--- config.mk ---
export PLATFORM = sky130hd
export DESIGN_NAME = par_traffic_source
export DESIGN_NICKNAME = d
export VERILOG_FILES = /design/src/rtl/noc_traffic_pkg.sv /design/src/rtl/noc_lfsr16.sv /design/src/rtl/par_traffic_source.sv
export SDC_FILE = /design/constraint.sdc
export NUM_CORES = 1
export LEC_CHECK = 0
export BUFFER_PORTS_ARGS = -buffer_cell sky130_fd_sc_hd__clkbuf_2
export CAP_MARGIN = 15
export CORE_MARGIN = 1
export CORE_UTILIZATION = 40
export CTS_BUF_LIST = sky130_fd_sc_hd__clkbuf_4 sky130_fd_sc_hd__clkbuf_8 sky130_fd_sc_hd__clkbuf_16
export CTS_CLUSTER_SIZE = 20
export DETAILED_ROUTE_END_ITERATION = 6
export GPL_ROUTABILITY_DRIVEN = 1
export PLACE_DENSITY = 0.67
export SYNTH_ARGS = -nofsm -noshare
export SYNTH_HDL_FRONTEND = slang
export SYNTH_SLANG_ARGS = --single-unit
--- constraint.sdc ---
create_clock -name clk -period 2.86 [get_ports clk]
set_input_delay 0.572 -clock clk [delete_from_list [all_inputs] [get_ports clk]]
set_output_delay 0.572 -clock clk [all_outputs]
set_load 0.05 [all_outputs]
--- src/rtl/noc_traffic_pkg.sv ---
// Shared definitions for NoC traffic sources and sinks: mode codes,
// the generator FSM encoding and the 16-bit Galois LFSR polynomial.
package noc_traffic_pkg;

  localparam int MODE_TABLE   = 0;
  localparam int MODE_UNIFORM = 1;
  localparam int MODE_HOTSPOT = 2;

  // x^16 + x^14 + x^13 + x^11 + 1, right-shifting Galois form
  localparam logic [15:0] LFSR_TAPS = 16'hB400;

  typedef enum logic [1:0] {
    IDLE = 2'd0,
    HOLD = 2'd1,
    DONE = 2'd2
  } state_t;

  function automatic logic [15:0] lfsr_step(input logic [15:0] s);
    return s[0] ? ((s >> 1) ^ LFSR_TAPS) : (s >> 1);
  endfunction

endpackage

--- src/rtl/noc_lfsr16.sv ---
// 16-bit Galois LFSR with a loadable seed; shared by traffic sources and sinks.
module noc_lfsr16
  import noc_traffic_pkg::*;
#(
  parameter logic [15:0] SEED = 16'hACE1
) (
  input  logic        clk,
  input  logic        reset,
  input  logic        i_en,
  output logic [15:0] o_state
);

  logic [15:0] r_state;

  // Reload the seed on reset, otherwise step once per enabled cycle
  always_ff @(posedge clk) begin
    if (!reset) begin
      r_state <= SEED;
    end else if (i_en) begin
      r_state <= lfsr_step(r_state);
    end
  end

  assign o_state = r_state;

endmodule

--- src/rtl/par_traffic_source.sv ---
// Destination-addressed flit generator for one router local port.
// A flit is built from the current LFSR value when the injection test fires,
// held until the router takes it (busy=0), then the source returns to IDLE.
// The destination table is supplied as a packed parameter, entry i at
// TABLE[i*ADDR_BITS +: ADDR_BITS].
module par_traffic_source
  import noc_traffic_pkg::*;
#(
  parameter int                             ID           = 0,
  parameter int                             NUM_NODES    = 16,
  parameter int                             ADDR_BITS    = 4,
  parameter int                             PAYLOAD_SIZE = 16,
  parameter int                             MODE         = 0,
  parameter int                             DESTS        = 1,
  parameter logic [NUM_NODES*ADDR_BITS-1:0] TABLE        = '0,
  parameter int                             REPEAT       = 1,
  parameter logic [8:0]                     PIR          = 9'd16,
  parameter int                             HOTSPOT      = 0,
  parameter int                             HOT_PCT      = 64,
  parameter int unsigned                    MAX_PKTS     = 0,
  parameter logic [15:0]                    SEED         = 16'hACE1
) (
  input  logic                               clk,
  input  logic                               reset,
  input  logic                               send,
  input  logic                               busy,
  output logic [PAYLOAD_SIZE+ADDR_BITS-1:0]  item_out,
  output logic                               valid,
  output logic                               done,
  output logic [31:0]                        tx_count,
  output logic [31:0]                        stall_count
);

  localparam int SEQ_W = PAYLOAD_SIZE - ADDR_BITS;
  localparam int IDX_W = (NUM_NODES > 1) ? $clog2(NUM_NODES) : 1;
  localparam logic [ADDR_BITS-1:0] ID_A     = ADDR_BITS'(ID);
  localparam logic [ADDR_BITS-1:0] ID_NEXT  = ADDR_BITS'((ID + 1) % NUM_NODES);
  localparam logic [ADDR_BITS-1:0] HOT_A    = ADDR_BITS'(HOTSPOT);
  localparam logic [IDX_W-1:0]     LAST_IDX = IDX_W'(DESTS - 1);

  state_t                            r_state, w_state_next;
  logic [PAYLOAD_SIZE+ADDR_BITS-1:0] r_item;
  logic [SEQ_W-1:0]                  r_seq;
  logic [IDX_W-1:0]                  r_idx;
  logic [31:0]                       r_tx_count, r_stall_count;

  logic [15:0]          w_lfsr;
  logic [7:0]           w_rnd;
  logic                 w_fire;
  logic [ADDR_BITS-1:0] w_uni_raw, w_rand_raw, w_rand_dest, w_tbl_dest, w_dest;
  logic [ADDR_BITS-1:0] w_mem [NUM_NODES];
  logic                 w_tbl_skip, w_last_idx, w_pass_end;
  logic                 w_budget_hit, w_done_cond, w_accept;
  logic                 w_load, w_skip;

  noc_lfsr16 #(
    .SEED (SEED ^ 16'(ID))
  ) u_lfsr (
    .clk     (clk),
    .reset   (reset),
    .i_en    (1'b1),
    .o_state (w_lfsr)
  );

  // Unpack the destination table into an addressable array
  for (genvar gi = 0; gi < NUM_NODES; gi++) begin : g_tbl
    assign w_mem[gi] = TABLE[gi*ADDR_BITS +: ADDR_BITS];
  end

  // Injection test and destination selection from the current LFSR value
  assign w_rnd       = w_lfsr[15:8];
  assign w_fire      = ({1'b0, w_lfsr[7:0]} < PIR);
  assign w_uni_raw   = ADDR_BITS'(32'(w_rnd) % 32'(NUM_NODES));
  assign w_rand_raw  = ((MODE == MODE_HOTSPOT) && (32'(w_rnd) < 32'(HOT_PCT))) ? HOT_A : w_uni_raw;
  // A random destination never targets this node; bump it to the neighbour
  assign w_rand_dest = (w_rand_raw == ID_A) ? ID_NEXT : w_rand_raw;
  assign w_tbl_dest  = w_mem[r_idx];
  assign w_tbl_skip  = (MODE == MODE_TABLE) && (w_tbl_dest == ID_A);
  assign w_dest      = (MODE == MODE_TABLE) ? w_tbl_dest : w_rand_dest;

  // Terminal conditions: budget used up, or one-shot table pass finished
  assign w_last_idx   = (r_idx == LAST_IDX);
  assign w_pass_end   = (MODE == MODE_TABLE) && (REPEAT == 0) && w_last_idx;
  assign w_budget_hit = (MAX_PKTS != 0) && (({1'b0, r_tx_count} + 33'd1) == 33'(MAX_PKTS));
  assign w_done_cond  = (MAX_PKTS != 0) && (r_tx_count >= 32'(MAX_PKTS));
  assign w_accept     = (r_state == HOLD) && !busy;

  // Next-state logic; a self-addressed table entry is consumed without emitting
  always_comb begin
    w_state_next = r_state;
    w_load       = 1'b0;
    w_skip       = 1'b0;
    unique case (r_state)
      IDLE: begin
        if (send && w_fire && !w_done_cond) begin
          if (w_tbl_skip) begin
            w_skip = 1'b1;
            if (w_pass_end) begin
              w_state_next = DONE;
            end
          end else begin
            w_load       = 1'b1;
            w_state_next = HOLD;
          end
        end
      end
      HOLD: begin
        if (!busy) begin
          w_state_next = (w_budget_hit || w_pass_end) ? DONE : IDLE;
        end
      end
      DONE: begin
        w_state_next = DONE;
      end
      default: begin
        w_state_next = IDLE;
      end
    endcase
  end

  // State register
  always_ff @(posedge clk) begin
    if (!reset) begin
      r_state <= IDLE;
    end else begin
      r_state <= w_state_next;
    end
  end

  // Flit capture, sequence/table bookkeeping and saturating statistics
  always_ff @(posedge clk) begin
    if (!reset) begin
      r_item        <= '0;
      r_seq         <= '0;
      r_idx         <= '0;
      r_tx_count    <= '0;
      r_stall_count <= '0;
    end else begin
      if (w_load) begin
        r_item <= {ID_A, r_seq, w_dest};
      end
      if (w_accept) begin
        r_seq <= r_seq + SEQ_W'(1);
        if (r_tx_count != '1) begin
          r_tx_count <= r_tx_count + 32'd1;
        end
      end
      if (w_accept || w_skip) begin
        r_idx <= w_last_idx ? '0 : r_idx + IDX_W'(1);
      end
      if ((r_state == HOLD) && busy && (r_stall_count != '1)) begin
        r_stall_count <= r_stall_count + 32'd1;
      end
    end
  end

  assign item_out    = r_item;
  assign valid       = (r_state == HOLD);
  assign done        = (r_state == DONE);
  assign tx_count    = r_tx_count;
  assign stall_count = r_stall_count;

endmodule

# After elaboration in Yosys (flattened, before gate mapping)
# Memories as Yosys holds them, arrays and structs flattened.
# Index checks and enable logic that the tools add are counted.
# word_totals
reg_bits	114
latchBits	0
ramBits	0
mem_bits_ro	64
in_bits	4
out_inout_bits	86
wordCells	48
mem_count	1
# classes
add_sub_neg	4
multipliers	0
div	0
magnitude_cmp	2
eq_ne	7
shift	0
muxes	14
bitwise	2
reduce_logical	11
# mem_list
name	depth	width	rd	rd_ports_with_merged_regs	write_ports	line	rtl
(no name shown)	16	4	1	0	0	par_traffic_source.sv:77	assign w_tbl_dest = w_mem[r_idx];
# ops
op	n
$add 32x1->32 const B	2
$ne 32x32->1 const B	2
$mux 16	1
$add 12x1->12 const B	1
$mux 4	3
$logic_not 4->1	2
$lt 8x5->1 const B	1
$mux 1	6
$mux 2	3
$ne 2x2->1 const B	3
$pmux 2 s3	1
$ge 5x5->1 const B	1
$not 4->5	1
$add 4x1->4 const B	1
$logic_and 1x1->1	4
$not 3->4	1
$reduce_and 3->1	1
$eq 2x1->1 const B	1
$eq 2x2->1 const B	1
$logic_not 2->1	1
$reduce_and 2->1	1
$logic_not 1->1	1
$logic_or 1x1->1	1

# Longest topological paths before layout
# depth
ltp_word	9
depth_mapped	8
depth_no_buf	6

# Worst setup path before layout
# Ideal clock, no wire load.
# synth_timing
path_kind	flip-flop to flip-flop
startpoint	reg r_tx_count[0] (netlist: tx_count[0])
endpoint	reg r_tx_count[30] (netlist: tx_count[30])
setup_time_ns	0.115
t_arrival_ns	2.669
required_ns	2.745
slack_ns	0.076
path_stages_with_launch	9
path_buffers	2
synth_period_minus_slack_ns	2.784
path_cell_list	dfxtp_1 > ha_1 > nand3_2 > or4_1 > buf_2 > or3_1 > buf_2 > o31a_1 > o21a_1
# synth_via
elab_chain_cells	2
elab_cells_between_ends	3
cone_classes	add/sub: 1; eq/ne: 1; reduce/logical: 1
# synth_lines
item	line	rtl
start, declared	par_traffic_source.sv:45	logic [31:0] r_tx_count, r_stall_count;
start signal, assigned	par_traffic_source.sv:145	r_tx_count <= r_tx_count + 32'd1;
parallel branches: the longest is 2 deep, another holds $add 32x1->32	n/a	
# Several ways; the timed one is not identified.
# A chain may end at the register's enable or synchronous reset.

# Worst setup path after layout
# layout_timing
startpoint	reg r_tx_count[4] (netlist: tx_count[4])
endpoint	reg r_tx_count[28] (netlist: tx_count[28])
# Same word-level chain as after synthesis.

==> impl_metrics.ini <==
[status]
status = completed

[global_routing]
gr-usage-met2_pct = 28.33
busiest_layer = met2
grt_pass1_vias = 2860
grt-ovfl-total = 0
track_usage_pct = 19.34
grt_use_met3_pct = 4.226
antenna_found_initial = 0
grt_max_degree = 30
grt_pass1_wl_um = 13700
groute.layer.met1.usage_pct = 27.22

[clock_tree]
ctsHoldBuffers = 0
cts_tree = done
clock_latency_ps = 350
clk_pin_slew_ps = 70
postCtsSetupBuffers = 0
cts_sinks = 66
clock_path_buffers = 2
h-tree-depth = 3
ctsResizeCount = 0
cts_buffers = 9
cts_root_buffer = clkbuf_8

[worst_setup_path]
slowest_stage = or4_1
r2r-start = tx_count[4]
slowest_delay_ps = 690
r2r_cells = 5
startpoint_type = register
crit_fanout = 7
reg2reg_slack_ps = 410
rr_endpoint = tx_count[28]
path_delay_family = simple AND/OR/NAND/NOR gates
crit_path_cell_trace = nand4_2 > or4_1 > or3_1 > o311ai_0 > o41ai_1
cp_num_cells = 5
path_class = register to register
cp.arrival_ps = 2670
cp.required_ps = 3080
endpoint_kind = register
path_buf_inv = 0

[route]
drt-pass1-iter-count = 5
final_antenna_net_count = 0
drt_iter0_drc = 237
avgRoutedWirePerCell_um = 13.84
route.detailed.vias_per_inst = 5.386
dr_total_vias = 3237
wl_um = 8316
drc_errors = 0

[timing]
setup_violations = 0
fin_tns_setup_ps = 0
tightest_slew_ps = 735.3
max_freq_mhz = 408.4
final-hold-violation-count = 0
fin_crit_sh_pct = 85.62
slew-limit-headroom_pct = 49.71
period_needed_ps = 2449
slew_viol_final = 0
fin_skew_ps = 8.314
rsz0062_at_grt = false

[logic_synthesis]
synth_adder_area_share_pct = 0.7128
synthCells = 418
yosys.area_share.simple_pct = 29.51
async_reset_ff_share_pct = 0
synth_seq_cells = 66
synth_enable_flop_cells = 0
synth_top_family_by_area = simple AND/OR/NAND/NOR gates
yosys_warnings = 0
yosys-mux-area-fraction_pct = 2.851
synth_xor_xnor_area_share_pct = 9.230
syn_area_mm2 = 0.003511
seq_area_frac_synth_pct = 37.63
synth.avg_cell_area_um2 = 8.399
synth_compound_area_share_pct = 12.62
synth_cell_types = 51
dominantRegCellSynth = dfxtp_1

[floorplanning]
fp.dieH_um = 95.69
initial_core_util_pct = 42.09
rows = 33
io_pins = 90
dieWidth_um = 95.69
core_area_mm2 = 0.008341
dieArea_mm2 = 0.009156

[min_path]
hp-class = register to register
min_delay_path_depth = 2
hp-start = tx_count[31]
hold_path_end = tx_count[31]

[power]
ir_drop_v = 0.0002571
power_leakage_nw = 1.540
powerDensity_mw_per_mm2 = 458.7

[final_layout]
nNetsFinal = 497
final_common_cell = clkbuf_2
final_cell_mix = clkbuf_2 (68), dfxtp_1 (66), nor2_1 (42), nand2_1 (33), xnor2_1 (33)
syn_to_final_growth_pct = 18.71
utilization_pct = 49.97
fillers = 826
final_layout_size_suffix_gt1_share_pct = 21.77
antenna_cells = 0

[flow_run]
max-cap-violations = 0

[place]
numPortBuffers = 68
gp_congestion = 0.8153
hpwl_um = 5986
## Yosys cell counts (2+ instances only)
master,instances,area [um2]
dfxtp_1,66,1321
nor2_1,42,157.7
nand2_1,33,123.9
xnor2_1,33,289.0
nand4_1,24,150.1
buf_4,20,150.1
nand3_1,18,90.09
a211oi_1,16,120.1
clkbuf_1,15,56.30
a21oi_1,14,70.07
nor4_1,13,81.33
nand2b_1,12,75.07
inv_1,10,37.54
mux2i_1,10,100.1
nor3_1,7,35.03
o31ai_1,7,52.55
or4_1,7,52.55
and3_1,6,37.54
and4_1,6,52.55
or3_1,6,37.54
o21ai_0,5,25.02
a2111oi_0,4,35.03
o211ai_1,4,30.03
xor2_1,4,35.03
and2_1,3,18.77
buf_2,2,10.01
ha_1,2,25.02
nand3b_1,2,15.01
nor2b_1,2,12.51
nor4b_1,2,17.52
o41ai_1,2,17.52
or2_2,2,12.51
## registers in the layout, indices dropped and copies added (netlist names)
signal and flops:
stall_count 32, tx_count 32, r_state 2
## worst min-delay path: cells and delay by family (launching register included)
family	cells	cell delay (ps)
flip-flops	1	340
AND/OR/NAND/NOR	1	70
multiplexers	1	50
## how the worst max path moves through the flow
stage | start | endpoint | slack (ps)
after floorplan | tx_count[0] | tx_count[30] | 80
after global placement | busy | tx_count[25] | 340
after detailed placement | busy | tx_count[25] | 240
after CTS | tx_count[8] | tx_count[28] | 420
after global routing | tx_count[8] | tx_count[28] | 240
final | tx_count[4] | tx_count[28] | 410
## per-layer routing
metal / vias up / routed length, um
li1: 1626 / -
met1: 1519 / 4094
met2: 84 / 3708
met3: 8 / 397
met4: 0 / 116
met5: - / 0
## report_power, final
part           total, mW        switching [mW]  internal [mW]
combinational     0.0847                0.0782        0.00644
clock              0.908                 0.353          0.555
sequential         0.918  0.000000000000000130          0.918
total               1.91                 0.432           1.48
## cell families after synthesis
kind of cell             after synthesis
adder cells (fa/ha/maj)                2
AND/OR/NAND/NOR                      192
AO/OA/AOI/OAI                         62
XOR/XNOR                              37
multiplexers                          10
other                                  1
flip-flops                            66
buffers and inverters                 48
## through the flow
| stage | cells | hold WS, ps | cell area [um2] | setup WS, ps | power (mW) |
|---|---|---|---|---|---|
| floorplan | 437 | 693.4 | 3582 | 76.12 | 1.037 |
| global placement | 585 | 486.2 | 3940 | 340.7 | 1.024 |
| detailed placement | 585 | 494.5 | 3940 | 235.7 | 1.024 |
| CTS | 601 | 509.4 | 4168 | 419.0 | 1.933 |
| global route | 601 | 536.0 | 4168 | 242.3 | 1.982 |
| finish | 601 | 509.0 | 4168 | 411.2 | 1.912 |
## final cells by class
cell class | count | area (um2) | share of cell area (%)
clock inverters | 2 | 60.06 | 1.441
well taps | 105 | 131.4 | 3.152
repair buffers | 80 | 430.4 | 10.33
inverters | 11 | 41.29 | 0.9907
flip-flops and latches | 66 | 1321 | 31.70
clock buffers | 14 | 167.7 | 4.023
multi-input cells | 323 | 2016 | 48.36
No activity file was read; power rests on OpenSTA's default activity.
